## src/rtl/multicycle_control_pkg.sv

```systemverilog
// Shared definitions for the RV32I multi-cycle control unit: FSM states,
// instruction classes, opcodes, ALU codes and datapath select encodings.
package multicycle_control_pkg;

  localparam logic [3:0] ALU_ADD    = 4'h0;
  localparam logic [3:0] ALU_SUB    = 4'h1;
  localparam logic [3:0] ALU_AND    = 4'h2;
  localparam logic [3:0] ALU_OR     = 4'h3;
  localparam logic [3:0] ALU_XOR    = 4'h4;
  localparam logic [3:0] ALU_LSL    = 4'h5;
  localparam logic [3:0] ALU_LSR    = 4'h6;
  localparam logic [3:0] ALU_ASR    = 4'h7;
  localparam logic [3:0] ALU_PASS_1 = 4'h8;

  localparam logic [6:0] OPC_OP     = 7'b0110011;
  localparam logic [6:0] OPC_OPIMM  = 7'b0010011;
  localparam logic [6:0] OPC_LUI    = 7'b0110111;
  localparam logic [6:0] OPC_AUIPC  = 7'b0010111;
  localparam logic [6:0] OPC_LOAD   = 7'b0000011;
  localparam logic [6:0] OPC_STORE  = 7'b0100011;
  localparam logic [6:0] OPC_BRANCH = 7'b1100011;
  localparam logic [6:0] OPC_JAL    = 7'b1101111;
  localparam logic [6:0] OPC_JALR   = 7'b1100111;

  localparam logic [1:0] SEL_A_RS1   = 2'd0;
  localparam logic [1:0] SEL_A_PC    = 2'd1;
  localparam logic [1:0] SEL_A_PCOLD = 2'd2;
  localparam logic [1:0] SEL_B_RS2   = 2'd0;
  localparam logic [1:0] SEL_B_IMM   = 2'd1;
  localparam logic [1:0] SEL_B_FOUR  = 2'd2;

  localparam logic [2:0] IMM_I = 3'd0;
  localparam logic [2:0] IMM_S = 3'd1;
  localparam logic [2:0] IMM_B = 3'd2;
  localparam logic [2:0] IMM_U = 3'd3;
  localparam logic [2:0] IMM_J = 3'd4;

  localparam logic [1:0] WB_ALU = 2'd0;
  localparam logic [1:0] WB_MEM = 2'd1;
  localparam logic [1:0] WB_PC  = 2'd2;

  typedef enum logic [2:0] {
    ST_FETCH, ST_DECODE, ST_EXECUTE, ST_MEMORY, ST_WRITEBACK, ST_BRANCH, ST_TRAP
  } state_t;

  typedef enum logic [3:0] {
    CL_ALU, CL_LUI, CL_AUIPC, CL_LOAD, CL_STORE, CL_BRANCH, CL_JAL, CL_JALR, CL_ILLEGAL
  } iclass_t;

  // Loads/stores are word-only and branches are BEQ/BNE only.
  function automatic iclass_t classify(input logic [6:0] opcode, input logic [2:0] funct3,
                                       input logic alu_legal);
    iclass_t cl;
    case (opcode)
      OPC_OP, OPC_OPIMM: cl = alu_legal ? CL_ALU : CL_ILLEGAL;
      OPC_LUI:           cl = CL_LUI;
      OPC_AUIPC:         cl = CL_AUIPC;
      OPC_LOAD:          cl = (funct3 == 3'b010) ? CL_LOAD : CL_ILLEGAL;
      OPC_STORE:         cl = (funct3 == 3'b010) ? CL_STORE : CL_ILLEGAL;
      OPC_BRANCH:        cl = (funct3[2:1] == 2'b00) ? CL_BRANCH : CL_ILLEGAL;
      OPC_JAL:           cl = CL_JAL;
      OPC_JALR:          cl = CL_JALR;
      default:           cl = CL_ILLEGAL;
    endcase
    return cl;
  endfunction

endpackage

```

## src/rtl/multicycle_control_alu_decoder.sv

```systemverilog
// Combinational funct3/funct7 -> ALU code decode with a legality flag for
// the OP and OP-IMM instruction groups.
module multicycle_control_alu_decoder
  import multicycle_control_pkg::*;
(
  input  logic [2:0] funct3,
  input  logic [6:0] funct7,
  input  logic       is_op,
  output logic [3:0] alu_op,
  output logic       legal
);

  // For OP-IMM, funct7 is immediate data except on the shift forms.
  always_comb begin
    alu_op = ALU_ADD;
    legal  = 1'b1;
    case (funct3)
      3'b000: begin
        if (is_op && funct7[5]) begin
          alu_op = ALU_SUB;
        end else begin
          alu_op = ALU_ADD;
        end
        legal = !is_op || (funct7 == 7'h00) || (funct7 == 7'h20);
      end
      3'b100: begin
        alu_op = ALU_XOR;
        legal  = !is_op || (funct7 == 7'h00);
      end
      3'b110: begin
        alu_op = ALU_OR;
        legal  = !is_op || (funct7 == 7'h00);
      end
      3'b111: begin
        alu_op = ALU_AND;
        legal  = !is_op || (funct7 == 7'h00);
      end
      3'b001: begin
        alu_op = ALU_LSL;
        legal  = (funct7 == 7'h00);
      end
      3'b101: begin
        alu_op = funct7[5] ? ALU_ASR : ALU_LSR;
        legal  = (funct7 == 7'h00) || (funct7 == 7'h20);
      end
      default: begin
        alu_op = ALU_ADD;
        legal  = 1'b0;
      end
    endcase
  end

endmodule

```

## src/rtl/multicycle_control.sv

```systemverilog
// Multi-cycle RV32I control FSM: sequences fetch, decode, execute, memory and
// writeback, driving ALU op/selects and datapath enables.
module multicycle_control
  import multicycle_control_pkg::*;
(
  input  logic        clk,
  input  logic        rst_n,
  input  logic [31:0] instr,
  input  logic        mem_ready,
  input  logic        alu_zero,
  output logic [3:0]  alu_operation,
  output logic [1:0]  alu_sel_a,
  output logic [1:0]  alu_sel_b,
  output logic [2:0]  imm_sel,
  output logic        ir_we,
  output logic        pc_we,
  output logic        mem_req,
  output logic        mem_we,
  output logic        rf_we,
  output logic [1:0]  wb_sel,
  output logic        illegal
);

  state_t     state_r, state_next_s;
  iclass_t    iclass_s;
  logic       taken_r, taken_next_s, illegal_r;
  logic [3:0] dec_op_s;
  logic       dec_legal_s, is_op_s;
  logic       ir_we_s, pc_we_s, mem_req_s, mem_we_s, rf_we_s;
  logic       unused_s;

  // Register and immediate fields are consumed by the datapath, not here.
  assign unused_s = ^{instr[24:15], instr[11:7]};
  assign is_op_s  = (instr[6:0] == OPC_OP);
  assign iclass_s = classify(instr[6:0], instr[14:12], dec_legal_s);

  multicycle_control_alu_decoder u_alu_decoder (
    .funct3 (instr[14:12]),
    .funct7 (instr[31:25]),
    .is_op  (is_op_s),
    .alu_op (dec_op_s),
    .legal  (dec_legal_s)
  );

  // State, branch-taken and sticky illegal registers.
  always_ff @(posedge clk or negedge rst_n) begin
    if (!rst_n) begin
      state_r   <= ST_FETCH;
      taken_r   <= 1'b0;
      illegal_r <= 1'b0;
    end else begin
      state_r   <= state_next_s;
      taken_r   <= taken_next_s;
      illegal_r <= illegal_r | (state_next_s == ST_TRAP);
    end
  end

  // Next-state and per-state datapath controls.
  always_comb begin
    state_next_s  = state_r;
    taken_next_s  = taken_r;
    alu_operation = ALU_ADD;
    alu_sel_a     = SEL_A_RS1;
    alu_sel_b     = SEL_B_RS2;
    imm_sel       = IMM_I;
    wb_sel        = WB_ALU;
    ir_we_s       = 1'b0;
    pc_we_s       = 1'b0;
    mem_req_s     = 1'b0;
    mem_we_s      = 1'b0;
    rf_we_s       = 1'b0;
    case (state_r)
      ST_FETCH: begin
        mem_req_s = 1'b1;
        alu_sel_a = SEL_A_PC;
        alu_sel_b = SEL_B_FOUR;
        if (mem_ready) begin
          ir_we_s      = 1'b1;
          pc_we_s      = 1'b1;
          state_next_s = ST_DECODE;
        end else begin
          state_next_s = ST_FETCH;
        end
      end
      ST_DECODE: begin
        state_next_s = (iclass_s == CL_ILLEGAL) ? ST_TRAP : ST_EXECUTE;
      end
      ST_EXECUTE: begin
        case (iclass_s)
          CL_ALU: begin
            alu_operation = dec_op_s;
            alu_sel_b     = is_op_s ? SEL_B_RS2 : SEL_B_IMM;
            state_next_s  = ST_WRITEBACK;
          end
          CL_LUI: begin
            alu_operation = ALU_PASS_1;
            alu_sel_b     = SEL_B_IMM;
            imm_sel       = IMM_U;
            state_next_s  = ST_WRITEBACK;
          end
          CL_AUIPC: begin
            alu_sel_a    = SEL_A_PCOLD;
            alu_sel_b    = SEL_B_IMM;
            imm_sel      = IMM_U;
            state_next_s = ST_WRITEBACK;
          end
          CL_LOAD, CL_STORE: begin
            alu_sel_b    = SEL_B_IMM;
            imm_sel      = (iclass_s == CL_STORE) ? IMM_S : IMM_I;
            state_next_s = ST_MEMORY;
          end
          CL_BRANCH: begin
            alu_operation = ALU_SUB;
            taken_next_s  = alu_zero ^ instr[12];
            state_next_s  = ST_BRANCH;
          end
          CL_JAL, CL_JALR: begin
            alu_sel_a    = (iclass_s == CL_JAL) ? SEL_A_PCOLD : SEL_A_RS1;
            alu_sel_b    = SEL_B_IMM;
            imm_sel      = (iclass_s == CL_JAL) ? IMM_J : IMM_I;
            wb_sel       = WB_PC;
            pc_we_s      = 1'b1;
            rf_we_s      = 1'b1;
            state_next_s = ST_FETCH;
          end
          default: state_next_s = ST_TRAP;
        endcase
      end
      ST_MEMORY: begin
        // Address selects repeat EXECUTE so the address stays stable.
        mem_req_s = 1'b1;
        mem_we_s  = (iclass_s == CL_STORE);
        alu_sel_b = SEL_B_IMM;
        imm_sel   = (iclass_s == CL_STORE) ? IMM_S : IMM_I;
        if (mem_ready) begin
          state_next_s = (iclass_s == CL_STORE) ? ST_FETCH : ST_WRITEBACK;
        end else begin
          state_next_s = ST_MEMORY;
        end
      end
      ST_WRITEBACK: begin
        rf_we_s      = 1'b1;
        wb_sel       = (iclass_s == CL_LOAD) ? WB_MEM : WB_ALU;
        state_next_s = ST_FETCH;
      end
      ST_BRANCH: begin
        alu_sel_a    = SEL_A_PCOLD;
        alu_sel_b    = SEL_B_IMM;
        imm_sel      = IMM_B;
        pc_we_s      = taken_r;
        state_next_s = ST_FETCH;
      end
      ST_TRAP: begin
        state_next_s = ST_TRAP;
      end
      default: begin
        state_next_s = ST_FETCH;
      end
    endcase
  end

  // Enables are forced off while reset is asserted.
  assign ir_we   = ir_we_s & rst_n;
  assign pc_we   = pc_we_s & rst_n;
  assign mem_req = mem_req_s & rst_n;
  assign mem_we  = mem_we_s & rst_n;
  assign rf_we   = rf_we_s & rst_n;
  assign illegal = illegal_r;

endmodule

```

## config.mk

```make
export PLATFORM = sky130hd
export DESIGN_NAME = multicycle_control
export DESIGN_NICKNAME = d
export VERILOG_FILES = /design/src/rtl/multicycle_control_pkg.sv /design/src/rtl/multicycle_control_alu_decoder.sv /design/src/rtl/multicycle_control.sv
export SDC_FILE = /design/constraint.sdc
export NUM_CORES = 1
export LEC_CHECK = 0
export ABC_CLOCK_PERIOD_IN_PS = 6400
export CAP_MARGIN = 20
export CORE_MARGIN = 3
export CORE_UTILIZATION = 41
export DETAILED_ROUTE_END_ITERATION = 6
export PLACE_DENSITY = 0.85
export SLEW_MARGIN = 20
export SYNTH_ARGS = -nofsm -noshare
export SYNTH_HDL_FRONTEND = slang
export SYNTH_SLANG_ARGS = --single-unit
```

## constraint.sdc

```tcl
create_clock -name clk -period 6.4 [get_ports clk]
set_input_delay 1.92 -clock clk [delete_from_list [all_inputs] [get_ports clk]]
set_output_delay 1.92 -clock clk [all_outputs]
set_load 0.01 [all_outputs]
```

Yosys cells after proc, flatten, opt, wreduce, memory -nomap -nowiden
Index checks and enable logic that the tools add are counted.
{ "classes": {"add_sub_neg": 0, "n_mul": 0, "div": 0, "n_lt_le_gt_ge": 0, "n_eq_ne": 31, "shifts": 0, "mux": 37, "bitwise_logic": 7, "n_reduce_logical": 20} }
{ "op_table": {"columns": ["operator", "n"], "rows": [
  ["4-bit one-hot mux with 8 select lines", 1],
  ["7-bit by 6-bit == test with 1-bit output (second input constant)", 4],
  ["3-bit == test (second input constant)", 8],
  ["4-bit one-hot mux with 6 select lines", 1],
  ["7-bit == test (second input constant)", 3],
  ["4-bit 2-to-1 mux", 5],
  ["3-bit one-hot mux with 3 select lines", 2],
  ["4-bit by 3-bit == test with 1-bit output (second input constant)", 4],
  ["3-bit one-hot mux with 5 select lines", 1],
  ["7-bit by 5-bit == test with 1-bit output (second input constant)", 2],
  ["3-bit 2-to-1 mux", 4],
  ["2-bit one-hot mux with 3 select lines", 2],
  ["3-bit one-hot mux with 4 select lines", 1],
  ["4-bit one-hot mux with 3 select lines", 1],
  ["2-bit OR reduction", 6],
  ["1-bit 2-to-1 mux", 11],
  ["3-bit by 2-bit == test with 1-bit output (second input constant)", 3],
  ["4-bit by 2-bit == test with 1-bit output (second input constant)", 2],
  ["2-bit one-hot mux with 2 select lines", 2],
  ["7-bit by 2-bit == test with 1-bit output (second input constant)", 1],
  ["7-bit zero test", 1],
  ["3-bit by 1-bit == test with 1-bit output (second input constant)", 2],
  ["3-bit zero test", 2],
  ["3-bit OR reduction", 2],
  ["other kinds (16)", 24]
]} }
{ "totals": {"regBits": 5, "latch_bits": 0, "mem_bits_rw": 0, "rom_bits": 0, "inputBits": 36, "memories": 0} }

Longest topological paths before layout
{ "logic_depth": {"depth_word": 13, "ltp_mapped": 7} }

Cells and area by module
Synthesis repeated with hierarchy kept, for this count alone.
{ "unflattened": {"hier_cells": 138, "hier_area_um2": 974.7} }
{ "by_module_without_submodules": {"columns": ["mod", "instances", "cells_per_inst", "area_each_um2", "seq_area_each_um2"], "rows": [
  ["multicycle_control", 1, 117, 847.1, 125.1],
  ["multicycle_control_alu_decoder", 1, 21, 127.6, 0.0]
]} }

Least setup slack after synthesis
No wires, ideal clock.
{ "synth_timing": {"path_kind": "input to output", "start": "input instr[28]", "end": "output alu_operation[2]", "arrival_ns": 3.559, "t_required_ns": 4.480, "setup_slack_ns": 0.921, "stages": 6, "path_cell_list": "or4_1 -> nor3_2 -> a31oi_1 -> nor4_1 -> nand3b_1 -> nor3_1"} }
{ "synth_between": {"elab_chain_cells": 9, "elab_cells_between_ends": 13, "classes_between": "eq/ne: 3; mux: 5; reduce/logical: 5"} }
{ "synth_rtl": {"columns": ["element", "line_no", "text"], "rows": [
  ["from (decl)", "multicycle_control.sv:8", "input logic [31:0] instr,"],
  ["7-bit zero test", null, null],
  ["1-bit logical OR", null, null],
  ["1-bit logical OR", "multicycle_control_alu_decoder.sv:24", "legal = !is_op || (funct7 == 7'h00) || (funct7 == 7'h20);"],
  ["1-bit one-hot mux with 4 select lines (*)", "multicycle_control_alu_decoder.sv:17", "case (funct3)"],
  ["4-bit 2-to-1 mux (*)", "multicycle_control_pkg.sv:55", "OPC_OP, OPC_OPIMM: cl = alu_legal ? CL_ALU : CL_ILLEGAL;"],
  ["4-bit one-hot mux with 8 select lines (*)", "multicycle_control_pkg.sv:54", "case (opcode)"],
  ["4-bit by 3-bit == test with 1-bit output (tied with other cells)", "multicycle_control.sv:89", "case (iclass_s)"],
  ["4-bit one-hot mux with 3 select lines (*)", "multicycle_control.sv:89", null],
  ["4-bit 2-to-1 mux (*)", "multicycle_control.sv:72", "case (state_r)"],
  ["to (decl)", "multicycle_control.sv:11", "output logic [3:0] alu_operation,"]
]} }
Mark *: on every way between the ends. The rest lies on a longest branch, timed or not.

Worst setup path in the final report
{ "layout_timing": {"start": "input instr[6]", "end": "output alu_sel_b[0]"} }
{ "layout_between": {"elab_chain_cells": 11, "elab_cells_between_ends": 27, "classes_between": "eq/ne: 15; mux: 6; reduce/logical: 6"} }
{ "layout_rtl": {"columns": ["element", "line_no", "text"], "rows": [
  ["7-bit by 6-bit == test with 1-bit output", "multicycle_control_pkg.sv:54, multicycle_control.sv:34", null],
  ["1-bit zero test", null, null],
  ["1-bit logical OR", null, null],
  ["1-bit logical OR", "multicycle_control_alu_decoder.sv:24", null],
  ["1-bit one-hot mux with 4 select lines", "multicycle_control_alu_decoder.sv:17", null],
  ["4-bit 2-to-1 mux", "multicycle_control_pkg.sv:55", null],
  ["4-bit one-hot mux with 8 select lines", "multicycle_control_pkg.sv:54", null],
  ["4-bit by 3-bit == test with 1-bit output (tied with other cells)", "multicycle_control.sv:89", null],
  ["6-bit OR reduction (no line)", null, null],
  ["1-bit one-hot mux with 2 select lines (*)", "multicycle_control.sv:89", null],
  ["2-bit one-hot mux with 3 select lines (*)", "multicycle_control.sv:72", null],
  ["to (decl)", "multicycle_control.sv:13", "output logic [1:0] alu_sel_b,"]
]} }
Marks and branches as above.

==> reports/metrics.yaml <==
run_status:
  status: "finished, final reports clean"
power_and_ir_drop:
  p_per_area_nw_per_um2: 186
  ir_worst_vdd_mv: 0.273
  p_leak_uw: 0.000664
placement:
  io_buffer_count: 39
  dp_hpwl_um: 2670
  gp_congestion: 0.947
floorplanning:
  core_um2: 2060
  die_h_um: 53.9
  ioPinCount: 55
  rows: 16
  start_util_pct: 45.6
  die_area_um2: 2910
  die_x_um: 53.9
timing:
  worst_pin_slew_ps: 488
  min_period_over_period_pct: 98.5
  setup_viol: 0
  maxSlewHeadroom_pct: 67.4
  fmax_mhz: 159
  hold_slack_ps: 559
  finalClockSkew_ps: 2.92
  hold_violations: 0
  min_period_ps: 6310
  tns_ps: 0
  drv_slew: 0
setup_path:
  critPathMaxStageDelay_ps: 490
  cpMaxStageDelayCell: "or3b_2"
  path_cells: "clkdlybuf4s50_1, or3b_2, a2111o_1, nand3_2, nor4_4, buf_4, a221o_1, clkdlybuf4s50_1"
  critPathBufInv: 3
  crit_path_frequent_cell: "clkdlybuf4s50_1"
  crit_arrival_ps: 4390
  worstSetupEndpointType: "primary output"
  start_kind: "input pin"
  r2r-start: "state_r[1]"
  crit_type: "in2out"
  crit_fanout: 3
  path_delay_family: "buffers and inverters"
  crit_start: "instr[6]"
  cp.required_ps: 4480
clock_network:
  cts_num_sinks: 5
  clock-root-buffer: "clkbuf_4"
  clkTransAtPathRegs_ps: 40
  hold_buffers: 0
  cts_max_level: 1
  cts_buffer_depth: 2
  clock_latency_ps: 240
  cts_tree: "done"
  cts_made_buffers: 3
yosys:
  synth_edf_count: 0
  synth_common_cells: "nand2_1, nor2_1, o21ai_0"
  synth.avg_cell_area_um2: 6.92
  synthAdderAreaFrac_pct: 0
  synthSimpleGateAreaFrac_pct: 47.9
  synth_compound_area_share_pct: 30.7
  muxShareOfSynthArea_pct: 0
  yosys.area_share.xor_xnor_pct: 0.931
  yosysTopAreaCellShare_pct: 13.3
  netlist_area_um2: 941
  synth_cell_types: 48
  syn_inst: 136
  synth_area_leaders: "dfrtp_1, o21ai_0, nor3_1, nand2_1, nor2_1"
  synth_fp_nets: 172
  yosysTopAreaCell: "dfrtp_1"
  yosysWarningCount: 0
  synth_top_family_by_area: "simple AND/OR/NAND/NOR gates"
  ys_seq_area_share_pct: 13.3
  ys_dominant_reg_cell: "dfrtp_1"
  ys_ff_latch: 5
  async_flop_share_pct: 100
drt:
  drt-initial-drc-count: 42
  ant_nets: 0
  drt-pass1-iter-count: 4
  wl_per_cell_um: 15.5
  wirelength_um: 3360
  drc: 0
  vias: 1320
  routed_via_density: 6.08
layout:
  area_growth_pct: 64.9
  antennaDiodeCount: 0
  layout-drive-gt1-share_pct: 21.1
  nets: 227
global_route:
  grt_pass1_vias: 1207
  grt.overflow.total: 0
  antenna_found_initial: 0
  grt_max_degree: 18
  groute.usage.overall_pct: 24.5
  grt_first_pass_wirelength_um: 5290
worst_hold_path:
  hold_path_class: "reg2reg"
  worstHoldStart: "taken_r"
job:
  max_cap_violations: 0
## tightest hold or removal path, stage by stage, from the launching register on
cell and delay [ps]:
dfrtp_1 360, nor2_1 60, a21oi_1 100
## per-layer routing
| metal | GRT usage, % | wire length, um | vias to the layer above | part of all wire (%) |
|---|---|---|---|---|
| met5 | 0 | 0 | - | 0 |
| met4 | 5.53 | 55 | 0 | 1.6 |
| met3 | 6.37 | 314 | 6 | 9.3 |
| met2 | 42.3 | 1630 | 89 | 48 |
| met1 | 29.9 | 1370 | 591 | 41 |
| li1 | - | - | 634 | - |
## path summary, 6_finish.rpt
kind / to / slack, ps / cells past startpoint
max: alu_sel_b[0] / 90 / 8
min: taken_r / 560 / 2
max reg2reg: illegal / 4370 / 6
min reg2reg: taken_r / 560 / 2
max in group asynchronous: taken_r / 4180 / 1
min in group asynchronous: state_r[1] / 1960 / 1
## timing repair
item	4_1_cts	5_1_grt
pin swaps	0	3
resized for setup	3	10
setup buffers	0	0
endpoints found under the setup margin	4	7
## area by class of cell
class / count / area, um2
timing repair buffer: 60 / 557
sequential: 5 / 125
clock buffer: 4 / 26.3
tap: 27 / 33.8
fill: 159 / 510
inverter: 4 / 15.0
multi-input combinational: 117 / 795
## state kept, by name (all words and copies together), names as in the netlist
name,count
state_r,3
illegal,1
taken_r,1
## through the flow
stage               total power (uW)  instance area (um2)  instances  utilization, %  setup WS [ps]
floorplan                        159                  941        136               -            921
global placement                 235                 1470        213            71.3          -4.10
detailed placement               243                 1470        213            71.3          -63.9
CTS                              281                 1510        217            73.1           44.2
global route                     314                 1550        217            75.2          -27.3
finish                           289                 1550        217            75.2           94.9
## cells by family after synthesis
kind of cell / after synthesis
AOI/OAI and AO/OA: 41
and+or+nand+nor: 75
xor gates and xnor gates: 1
buffers and inverters: 14
DFF: 5
## cells in the final DEF (no fill, tap or decap), types with 3 or more instances in the layout
cell	instances
a21oi_1	8
buf_4	21
clkbuf_4	3
clkdlybuf4s50_1	34
dfrtp_1	5
dlymetal6s2s_1	4
inv_1	4
nand2_1	11
nand2b_1	4
nand3_1	4
nand3b_1	4
nor2_1	11
nor2b_1	6
nor3_1	8
nor4b_1	3
o21ai_0	10
or2_2	3
## where the power goes
| group | leakage [uW] | internal (uW) | switching [uW] |
|---|---|---|---|
| combinational | 0.000589 | 94.0 | 89.9 |
| clock | 0.0000150 | 23.6 | 13.0 |
| sequential | 0.0000603 | 40.7 | 27.7 |
| total | 0.000664 | 158 | 131 |
(Power assumes the default switching activity.)
